==> src/rtl/seq_divider_4bit_pkg.sv <==
// Shared definitions for the sequential divider: FSM states, the quotient
// reported for a zero divisor, and the 7-segment encoder used by both displays.
package seq_divider_4bit_pkg;

    typedef enum logic [1:0] {
        IDLE = 2'd0,
        RUN  = 2'd1,
        DONE = 2'd2
    } state_t;

    localparam logic [3:0] DIV0_QUOTIENT = 4'hF;

    // Active-high segments, bit order {g,f,e,d,c,b,a}.
    function automatic logic [6:0] bin7seg(input logic [3:0] i_val);
        logic [6:0] v_seg;
        v_seg = '0;
        unique case (i_val)
            4'h0: v_seg = 7'h3F;
            4'h1: v_seg = 7'h06;
            4'h2: v_seg = 7'h5B;
            4'h3: v_seg = 7'h4F;
            4'h4: v_seg = 7'h66;
            4'h5: v_seg = 7'h6D;
            4'h6: v_seg = 7'h7D;
            4'h7: v_seg = 7'h07;
            4'h8: v_seg = 7'h7F;
            4'h9: v_seg = 7'h6F;
            4'hA: v_seg = 7'h77;
            4'hB: v_seg = 7'h7C;
            4'hC: v_seg = 7'h39;
            4'hD: v_seg = 7'h5E;
            4'hE: v_seg = 7'h79;
            4'hF: v_seg = 7'h71;
        endcase
        return v_seg;
    endfunction

endpackage

==> src/rtl/seq_divider_4bit_step.sv <==
// One restoring-division step: shift in the next dividend bit, trial-subtract
// the divisor and keep the difference only when it does not borrow.
module div_step #(
    parameter int unsigned W = 4
) (
    input  logic [W-1:0] i_rem,
    input  logic         i_q_msb,
    input  logic [W-1:0] i_divisor,
    output logic [W-1:0] o_rem,
    output logic         o_q_bit
);

    logic [W:0] w_shift;
    logic [W:0] w_diff;

    always_comb begin
        w_shift = {i_rem, i_q_msb};
        w_diff  = w_shift - {1'b0, i_divisor};
        // Restored remainder is always below the divisor, so W bits suffice.
        if (!w_diff[W]) begin
            o_rem   = w_diff[W-1:0];
            o_q_bit = 1'b1;
        end else begin
            o_rem   = w_shift[W-1:0];
            o_q_bit = 1'b0;
        end
    end

endmodule

==> src/rtl/seq_divider_4bit.sv <==
// Sequential unsigned restoring divider producing one quotient bit per clock,
// with 7-segment views of quotient/remainder and an LED echo of the operands.
module seq_divider_4bit
    import seq_divider_4bit_pkg::*;
#(
    parameter int unsigned W = 4
) (
    input  logic         clk,
    input  logic         rst_n,
    input  logic         start,
    input  logic [W-1:0] a,
    input  logic [W-1:0] b,
    output logic [W-1:0] quotient,
    output logic [W-1:0] remainder,
    output logic         busy,
    output logic         done,
    output logic         div_by_zero,
    output logic [6:0]   seg_out1,
    output logic [6:0]   seg_out2,
    output logic [7:0]   led
);

    localparam int unsigned CW = (W > 1) ? $clog2(W) : 1;

    state_t         r_state;
    state_t         w_next_state;
    logic [W-1:0]   r_q;
    logic [W-1:0]   r_div;
    logic [W-1:0]   r_rem;
    logic [CW-1:0]  r_cnt;
    logic [W-1:0]   w_rem_next;
    logic           w_q_bit;
    logic           w_accept;
    logic           w_load;
    logic           w_div0;
    logic           w_last;

    div_step #(.W(W)) u_step (
        .i_rem     (r_rem),
        .i_q_msb   (r_q[W-1]),
        .i_divisor (r_div),
        .o_rem     (w_rem_next),
        .o_q_bit   (w_q_bit)
    );

    always_ff @(posedge clk or negedge rst_n) begin
        if (!rst_n) r_state <= IDLE;
        else        r_state <= w_next_state;
    end

    always_comb begin
        w_next_state = IDLE;
        unique case (r_state)
            IDLE, DONE: begin
                if (start) w_next_state = (b == '0) ? DONE : RUN;
                else       w_next_state = IDLE;
            end
            RUN:     w_next_state = (r_cnt == CW'(W - 1)) ? DONE : RUN;
            default: w_next_state = IDLE;
        endcase
    end

    always_comb begin
        busy     = (r_state == RUN);
        done     = (r_state == DONE);
        w_accept = start && (r_state == IDLE || r_state == DONE);
        w_load   = w_accept && (b != '0);
        w_div0   = w_accept && (b == '0);
        w_last   = (r_state == RUN) && (r_cnt == CW'(W - 1));
    end

    // Results are written on the edge that enters DONE so they are valid with done.
    always_ff @(posedge clk or negedge rst_n) begin
        if (!rst_n) begin
            r_q         <= '0;
            r_div       <= '0;
            r_rem       <= '0;
            r_cnt       <= '0;
            quotient    <= '0;
            remainder   <= '0;
            div_by_zero <= 1'b0;
        end else if (w_load) begin
            r_q         <= a;
            r_div       <= b;
            r_rem       <= '0;
            r_cnt       <= '0;
            div_by_zero <= 1'b0;
        end else if (w_div0) begin
            quotient    <= W'(DIV0_QUOTIENT);
            remainder   <= a;
            div_by_zero <= 1'b1;
        end else if (r_state == RUN) begin
            r_q   <= {r_q[W-2:0], w_q_bit};
            r_rem <= w_rem_next;
            r_cnt <= r_cnt + 1'b1;
            if (w_last) begin
                quotient  <= {r_q[W-2:0], w_q_bit};
                remainder <= w_rem_next;
            end
        end
    end

    assign seg_out1 = bin7seg(quotient[3:0]);
    assign seg_out2 = bin7seg(remainder[3:0]);
    assign led      = {b[3:0], a[3:0]};

endmodule

==> config.mk <==
export PLATFORM = sky130hd
export DESIGN_NAME = seq_divider_4bit
export DESIGN_NICKNAME = d
export VERILOG_FILES = /design/src/rtl/seq_divider_4bit_pkg.sv /design/src/rtl/seq_divider_4bit_step.sv /design/src/rtl/seq_divider_4bit.sv
export SDC_FILE = /design/constraint.sdc
export NUM_CORES = 1
export LEC_CHECK = 0
export CORE_MARGIN = 8
export CORE_UTILIZATION = 53
export DETAILED_ROUTE_END_ITERATION = 7
export PLACE_DENSITY = 0.85
export SYNTH_ARGS = -nofsm -noshare
export SYNTH_HDL_FRONTEND = slang
export SYNTH_SLANG_ARGS = --single-unit
==> constraint.sdc <==
create_clock -name clk -period 4.2 [get_ports clk]
set_clock_uncertainty 0.05 [all_clocks]
set_input_delay 0.84 -clock clk [delete_from_list [all_inputs] [get_ports clk]]
set_output_delay 0.84 -clock clk [all_outputs]
set_load 0.01 [all_outputs]
==> metrics.txt, run 1 <==
result of the run finished, final reports clean; Hold Fails Final Rpt 0; Avg Vias per Cell 5.258; RSZ-0062 raised after global routing false; routed wirelength normalized by instance count 14.46 µm; met1 layer wirelength in the final routing 1.712 mm; CP Capture Type output pin; Critical R2R Capture r_rem[0]; number of cells produced by synthesis 193; layout cells sized above 1 8.000%; crit path DAT 2.33 ns; count of flip-flops with a built-in enable after synthesis 0; antenna-violating nets left 0; final HPWL from detailed placement 3.001 mm; Mapped Area 0.001788 mm²; least setup slack across all paths after layout 0.9818 ns; Post-Synthesis Net Count 224; area after detailed placement 0.002178 mm²; count of final setup violators 0; Worst Reg-to-Reg Cells 7; highest routed layer met4; core footprint 0.003284 mm²; worst-case vdd ir drop 372.6 µV; post-synthesis sequential area ratio 34.99%; max-slew headroom at the worst pin 29.31%; Layout fillers 277; area growth from synthesis to layout 23.51%; post-detailed-route DRC marker count 0; Crit Path Category reg2out; R2R Path Start r_div[0]; critical path startpoint remainder[0]; total met3 wirelength after detailed routing 210 µm; area of the die 0.005488 mm²; number of buffers added to fix hold violations after cts 0; Critical Path Start Type flop; Warnings, synthesis 0; total placed cells including tap cells 267; termination of the worst setup path seg_out2[3]; Net count, final 257; power per cell area 865.3 mW/mm²; chip width 74.08 µm; effective utilization at floorplan 54.44%; minimum clock period 3.218 ns; Post-CTS Setup Repair Bufs 0; number of buffer cells added on primary ports 43; Synth Register Bits 25; length of the first detailed-routing pass in iterations 4; post-synth cell types 35; number of violations of the max-capacitance limit 0; most used flip-flop cell after synthesis sky130_fd_sc_hd__dfrtp_1; pre-CTS worst setup slack 1.356 ns; cell leakage power 0.001005 µW; sequential cell area 625.6 µm²; initial antenna violation count 0; Worst Hold Slack 0.4226 ns; number of buffers added by the clock tree synthesis step 3; async set-reset flop share out of synthesis 100.0%; Vias 1,425; cell area after layout 0.002208 mm²; final cycle utilization of the critical path 76.62%; Cell Rows 21; global-route wire length before repair 6.430 mm; Root Buffer sky130_fd_sc_hd__clkbuf_4; clk sinks 25; Hold Crit Class reg2reg; Total Routed Length 3.919 mm; CTS clock-pin slew for the worst setup and hold paths 0.14 ns; Crit Path Max Fanout 6; Longest Clk Path Bufs 2; overall track demand over capacity in global routing 14.84%; maximum number of pins on one net before global-route repair 26; latest clock arrival within the worst-skew pair 0.33 ns; I/O pins 44; deepest level of the CTS H-tree 1; CTS tree built; vias in the first global route 1,403; multi-input logic area 982.2 µm²; Congestion Overflow GR 0; Critical Path RT 3.31 ns; starting DRC count in detailed routing 94; Slew Limit Fails 0; Resized cells post-CTS 0; final weighted congestion in routability-driven placement 0.8161; Die Height 74.08 µm; Least-Margin Pin Slew 1.057 ns; Fmax 310.7 MHz; final total negative setup slack 0 ns; Met2 Routed Length 1.928 mm; Post-Syn Area per Cell 9.264 µm²; count of inserted antenna diode cells 0; Worst R2R Setup Slack 1.74 ns; non-filler cells, final 271
## worst max-delay path: stages, from the launching register on
cell,delay [ns]
sky130_fd_sc_hd__dfrtp_1,0.50
sky130_fd_sc_hd__inv_1,0.14
sky130_fd_sc_hd__ha_1,0.30
sky130_fd_sc_hd__inv_1,0.04
sky130_fd_sc_hd__mux4_2,0.44
sky130_fd_sc_hd__inv_1,0.06
sky130_fd_sc_hd__clkdlybuf4s50_1,0.52
## worst min path at each step
stage                    start    endpoint  slack, ns  depth (start not counted)
floorplan           r_state[1]  r_state[0]       0.37                          1
global placement    r_state[1]  r_state[0]       0.40                          1
detailed placement  r_state[1]  r_state[0]       0.40                          1
CTS                 r_state[1]  r_state[0]       0.42                          1
global route        r_state[1]  r_state[0]       0.45                          1
finish              r_state[1]  r_state[0]       0.42                          1
## cell usage in the layout (no fill, tap or decap), types with 4 or more instances in the layout
cell type / n
sky130_fd_sc_hd__nor2b_1: 4
sky130_fd_sc_hd__inv_1: 19
sky130_fd_sc_hd__a22oi_1: 10
sky130_fd_sc_hd__a21oi_1: 14
sky130_fd_sc_hd__ha_1: 19
sky130_fd_sc_hd__nand2_1: 17
sky130_fd_sc_hd__o22ai_1: 5
sky130_fd_sc_hd__clkdlybuf4s50_1: 43
sky130_fd_sc_hd__mux2i_1: 4
sky130_fd_sc_hd__dfrtp_1: 25
sky130_fd_sc_hd__mux2_2: 5
sky130_fd_sc_hd__o21ai_1: 10
sky130_fd_sc_hd__nor2_1: 13
## state kept, by name, summed over array words and instances (netlist names)
name and cells:
quotient 4, div_by_zero 1, r_q 4, remainder 4, r_cnt 2, r_rem 4
r_div 4, r_state 2
## report_power, final
part / switching (µW) / total, µW / internal, µW / leakage (µW)
logic: 616 / 1290 / 673 / 0.000686
clock network: 75.6 / 112 / 36.5 / 0.0000139
registers: 154 / 510 / 356 / 0.000305
total: 845 / 1910 / 1070 / 0.00100
## cell families (layout without fill, tap and decap cells)
group / count (synthesis) / after routing / share of synthesized area, %
AO/OA/AOI/OAI: 50 / 50 / 17.08
AND/OR/NAND/NOR: 45 / 45 / 12.25
buffers and inverters: 36 / 68 / 10.08
flip-flops: 25 / 25 / 34.99
adder cells (fa/ha/maj): 20 / 20 / 14.42
multiplexers: 12 / 12 / 8.747
XOR/XNOR: 5 / 5 / 2.450
## per-layer routing
metal  vias up  GRT usage, %
met5         -             0
met4         0         5.322
met3         7         2.561
met2        40         25.98
met1       657         17.65
li1        721             -
## final cells by class
cell class	instances	area share, %
Clock buffer	3	1.020
Timing Repair Buffer	44	19.83
Sequential cell	25	28.33
Inverter	20	3.399
Multi-Input combinational cell	132	44.48
Clock inverter	1	0.3399
Tap cell	46	2.606
## through the flow
stage / total power [µW] / utilization [%]
floorplan: 1341 / -
global placement: 1781 / 66.32
detailed placement: 1812 / 66.32
CTS: 1928 / 67.24
global route: 2080 / 67.24
finish: 1911 / 67.24
## cell usage after synthesis, types with 2 or more instances
cell | instances | area share, %
sky130_fd_sc_hd__mux4_2 | 2 | 2.5
sky130_fd_sc_hd__clkbuf_1 | 6 | 1.3
sky130_fd_sc_hd__nor3_1 | 3 | 0.84
sky130_fd_sc_hd__a211oi_1 | 2 | 0.84
sky130_fd_sc_hd__o21ai_1 | 10 | 2.8
sky130_fd_sc_hd__a22oi_1 | 10 | 4.2
sky130_fd_sc_hd__ha_1 | 19 | 13
sky130_fd_sc_hd__nand2b_1 | 3 | 1.0
sky130_fd_sc_hd__xor2_1 | 2 | 0.98
sky130_fd_sc_hd__o21ai_0 | 2 | 0.56
sky130_fd_sc_hd__nor2_1 | 13 | 2.7
sky130_fd_sc_hd__xnor2_1 | 3 | 1.5
sky130_fd_sc_hd__mux2i_1 | 4 | 2.2
sky130_fd_sc_hd__a31oi_1 | 2 | 0.70
sky130_fd_sc_hd__a21oi_1 | 14 | 3.9
sky130_fd_sc_hd__dfrtp_1 | 25 | 35
sky130_fd_sc_hd__inv_1 | 19 | 4.0
sky130_fd_sc_hd__nor2b_1 | 4 | 1.4
sky130_fd_sc_hd__buf_4 | 8 | 3.4
sky130_fd_sc_hd__nand2_1 | 17 | 3.6
sky130_fd_sc_hd__buf_6 | 2 | 1.3
sky130_fd_sc_hd__o22ai_1 | 5 | 1.7
sky130_fd_sc_hd__nor2_4 | 2 | 1.3
sky130_fd_sc_hd__mux2_2 | 5 | 3.1
Power figures use the tool's default switching activity.
==> run 2: changes to the inputs <==
CORE_UTILIZATION = 49   (was 53)
PLACE_DENSITY = 0.79   (was 0.85)
clock period = 3.1 ns   (was 4.2 ns; I/O delays follow)
==> metrics.txt, run 2 (synthesis gave the netlist of run 1 again) <==
Avg Vias per Cell 5.226 (-0.61%); Critical Path Start Type flop; number of buffers added to fix hold violations after cts 0 (unchanged); power per cell area 1176 mW/mm² (+36%); Root Buffer sky130_fd_sc_hd__clkbuf_4; Layout fillers 303 (+9.4%); area of the die 0.005838 mm² (+6.4%); Hold Fails Final Rpt 0 (unchanged); antenna-violating nets left 0 (unchanged); Hold Crit Class reg2reg; length of the first detailed-routing pass in iterations 4 (unchanged); most frequent standard cell in the layout excluding fill and tap cells sky130_fd_sc_hd__clkdlybuf4s50_1; Die Height 76.41 µm (+3.1%); Worst R2R Setup Slack 0.65 ns (-1.09 ns); initial antenna violation count 0 (unchanged); RSZ-0062 raised after global routing false; Total Routed Length 3.842 mm (-2.0%); chip width 76.41 µm (+3.1%); CTS clock-pin slew for the worst setup and hold paths 0.14 ns (about the same); latest clock arrival within the worst-skew pair 0.33 ns (about the same); longest individual stage delay on the worst path 0.53 ns (about the same); final weighted congestion in routability-driven placement 0.8529 (+4.5%); clk sinks 25 (unchanged); global-route wire length before repair 6.893 mm (+7.2%); Slew Limit Fails 0 (unchanged); effective utilization at floorplan 49.97% (-4.5 points); layout cells sized above 1 10.18% (+2.2 points); max-slew headroom at the worst pin 42.26% (+13 points); minimum clock period 2.920 ns; cell area after layout 0.002221 mm² (+0.57%); final HPWL from detailed placement 3.067 mm (+2.2%); Net count, final 258 (+0.39%); crit-path most repeated cell sky130_fd_sc_hd__inv_1; Max stage delay cell, worst path sky130_fd_sc_hd__clkdlybuf4s50_1; worst-case vdd ir drop 583.3 µV (+57%); CTS tree built; starting DRC count in detailed routing 68 (-28%); CP Capture Type output pin; Congestion Overflow GR 0 (unchanged); vias in the first global route 1,510 (+7.6%); result of the run finished, final reports clean; Longest Clk Path Bufs 2 (unchanged); Critical Path RT 2.43 ns (-0.88 ns); crit path DAT 2.25 ns (-0.08 ns); post-detailed-route DRC marker count 0 (unchanged); Post-CTS Setup Repair Bufs 0 (unchanged); Vias 1,432 (+0.49%); family with the most delay on the worst path buffers and inverters; crit path buf inv count 4 (unchanged); area growth from synthesis to layout 24.21%; maximum number of pins on one net before global-route repair 26 (unchanged); Resized cells post-CTS 0 (unchanged); Crit Path Category reg2out; cell leakage power 0.001009 µW (+0.44%); final total negative setup slack 0 ns (unchanged); count of final setup violators 0 (unchanged); cell chain of the critical path inv_1 > ha_1 > inv_1 > mux4_2 > inv_1 > clkdlybuf4s50_1; Fmax 342.5 MHz; number of buffer cells added on primary ports 43 (unchanged); count of inserted antenna diode cells 0 (unchanged); Least-Margin Pin Slew 0.8643 ns (-0.1927 ns); number of buffers added by the clock tree synthesis step 3 (unchanged); deepest level of the CTS H-tree 1 (unchanged); number of violations of the max-capacitance limit 0 (unchanged); Cell Rows 22 (+4.8%); Crit Path Max Fanout 6 (unchanged); area after detailed placement 0.002188 mm² (+0.46%); I/O pins 44 (unchanged); routed wirelength normalized by instance count 14.02 µm (-3.0%); overall track demand over capacity in global routing 13.79% (-1.0 points); core footprint 0.003578 mm² (+9.0%); final cycle utilization of the critical path 94.19%; most used cells in the layout excluding fill and tap cells 43 x sky130_fd_sc_hd__clkdlybuf4s50_1, 21 x sky130_fd_sc_hd__dfrtp_1, 19 x sky130_fd_sc_hd__inv_1, 19 x sky130_fd_sc_hd__ha_1, 17 x sky130_fd_sc_hd__nand2_1
==> run 2: per-stage QoR <==
stage | hold WS [ns] | util [%] | setup slack, ns | cells | total power (µW)
after CTS | 0.4134 | 61.92 | 0.1031 | 274 | 2629
after floorplan | 0.2744 | - | 0.8921 | 193 | 1816
after global routing | 0.4295 | 62.06 | 0.05319 | 274 | 2868
after detailed placement | 0.4020 | 61.15 | 0.4868 | 270 | 2474
after global placement | 0.4075 | 61.15 | 0.4985 | 270 | 2432
final | 0.4121 | 62.06 | 0.1800 | 274 | 2612
==> run 2: worst register-to-register path: stages, from the launching register on <==
cell and delay (ns):
sky130_fd_sc_hd__dfrtp_1 0.42, sky130_fd_sc_hd__ha_1 0.23, sky130_fd_sc_hd__fa_1 0.40, sky130_fd_sc_hd__nand2b_1 0.17, sky130_fd_sc_hd__a21oi_2 0.18, sky130_fd_sc_hd__xor2_1 0.35
sky130_fd_sc_hd__mux2_2 0.41, sky130_fd_sc_hd__o21ai_1 0.15
==> run 2: per-layer routing <==
layer / up-vias / routed length (µm) / GRT usage, % / share of wire [%]
met2: 42 / 1818 / 23.56 / 47
li1: 720 / - / - / -
met5: - / 0 / 0 / 0
met4: 0 / 40 / 3.462 / 1.0
met3: 4 / 249 / 3.892 / 6.5
met1: 666 / 1734 / 16.51 / 45
==> run 2: worst paths after layout <==
check                             start      endpoint  cells after the start
min                          r_state[1]    r_state[0]                      1
max reg2reg                    r_div[0]  remainder[0]                      7
max                        remainder[1]   seg_out2[3]                      6
min reg2reg                  r_state[1]    r_state[0]                      1
min in group asynchronous         rst_n    r_state[1]                      2
max in group asynchronous         rst_n  remainder[0]                      2
==> run 2: area by class of cell <==
cell class                 count  area (µm²)  share of cell area (%)
inverter                      20       75.07                   3.380
multi-input combinational    132       982.2                   44.23
sequential                    25       630.6                   28.39
timing repair buffer          45       445.4                   20.06
clock inverter                 1       5.005                  0.2254
tap                           48       60.06                   2.704
clock buffer                   3       22.52                   1.014
==> run 2: power by group <==
group | internal (µW) | total (µW) | switching [µW]
Sequential | 487 | 691 | 204
Combinational | 917 | 1770 | 853
Clock | 48.5 | 150 | 101
Total | 1450 | 2610 | 1160
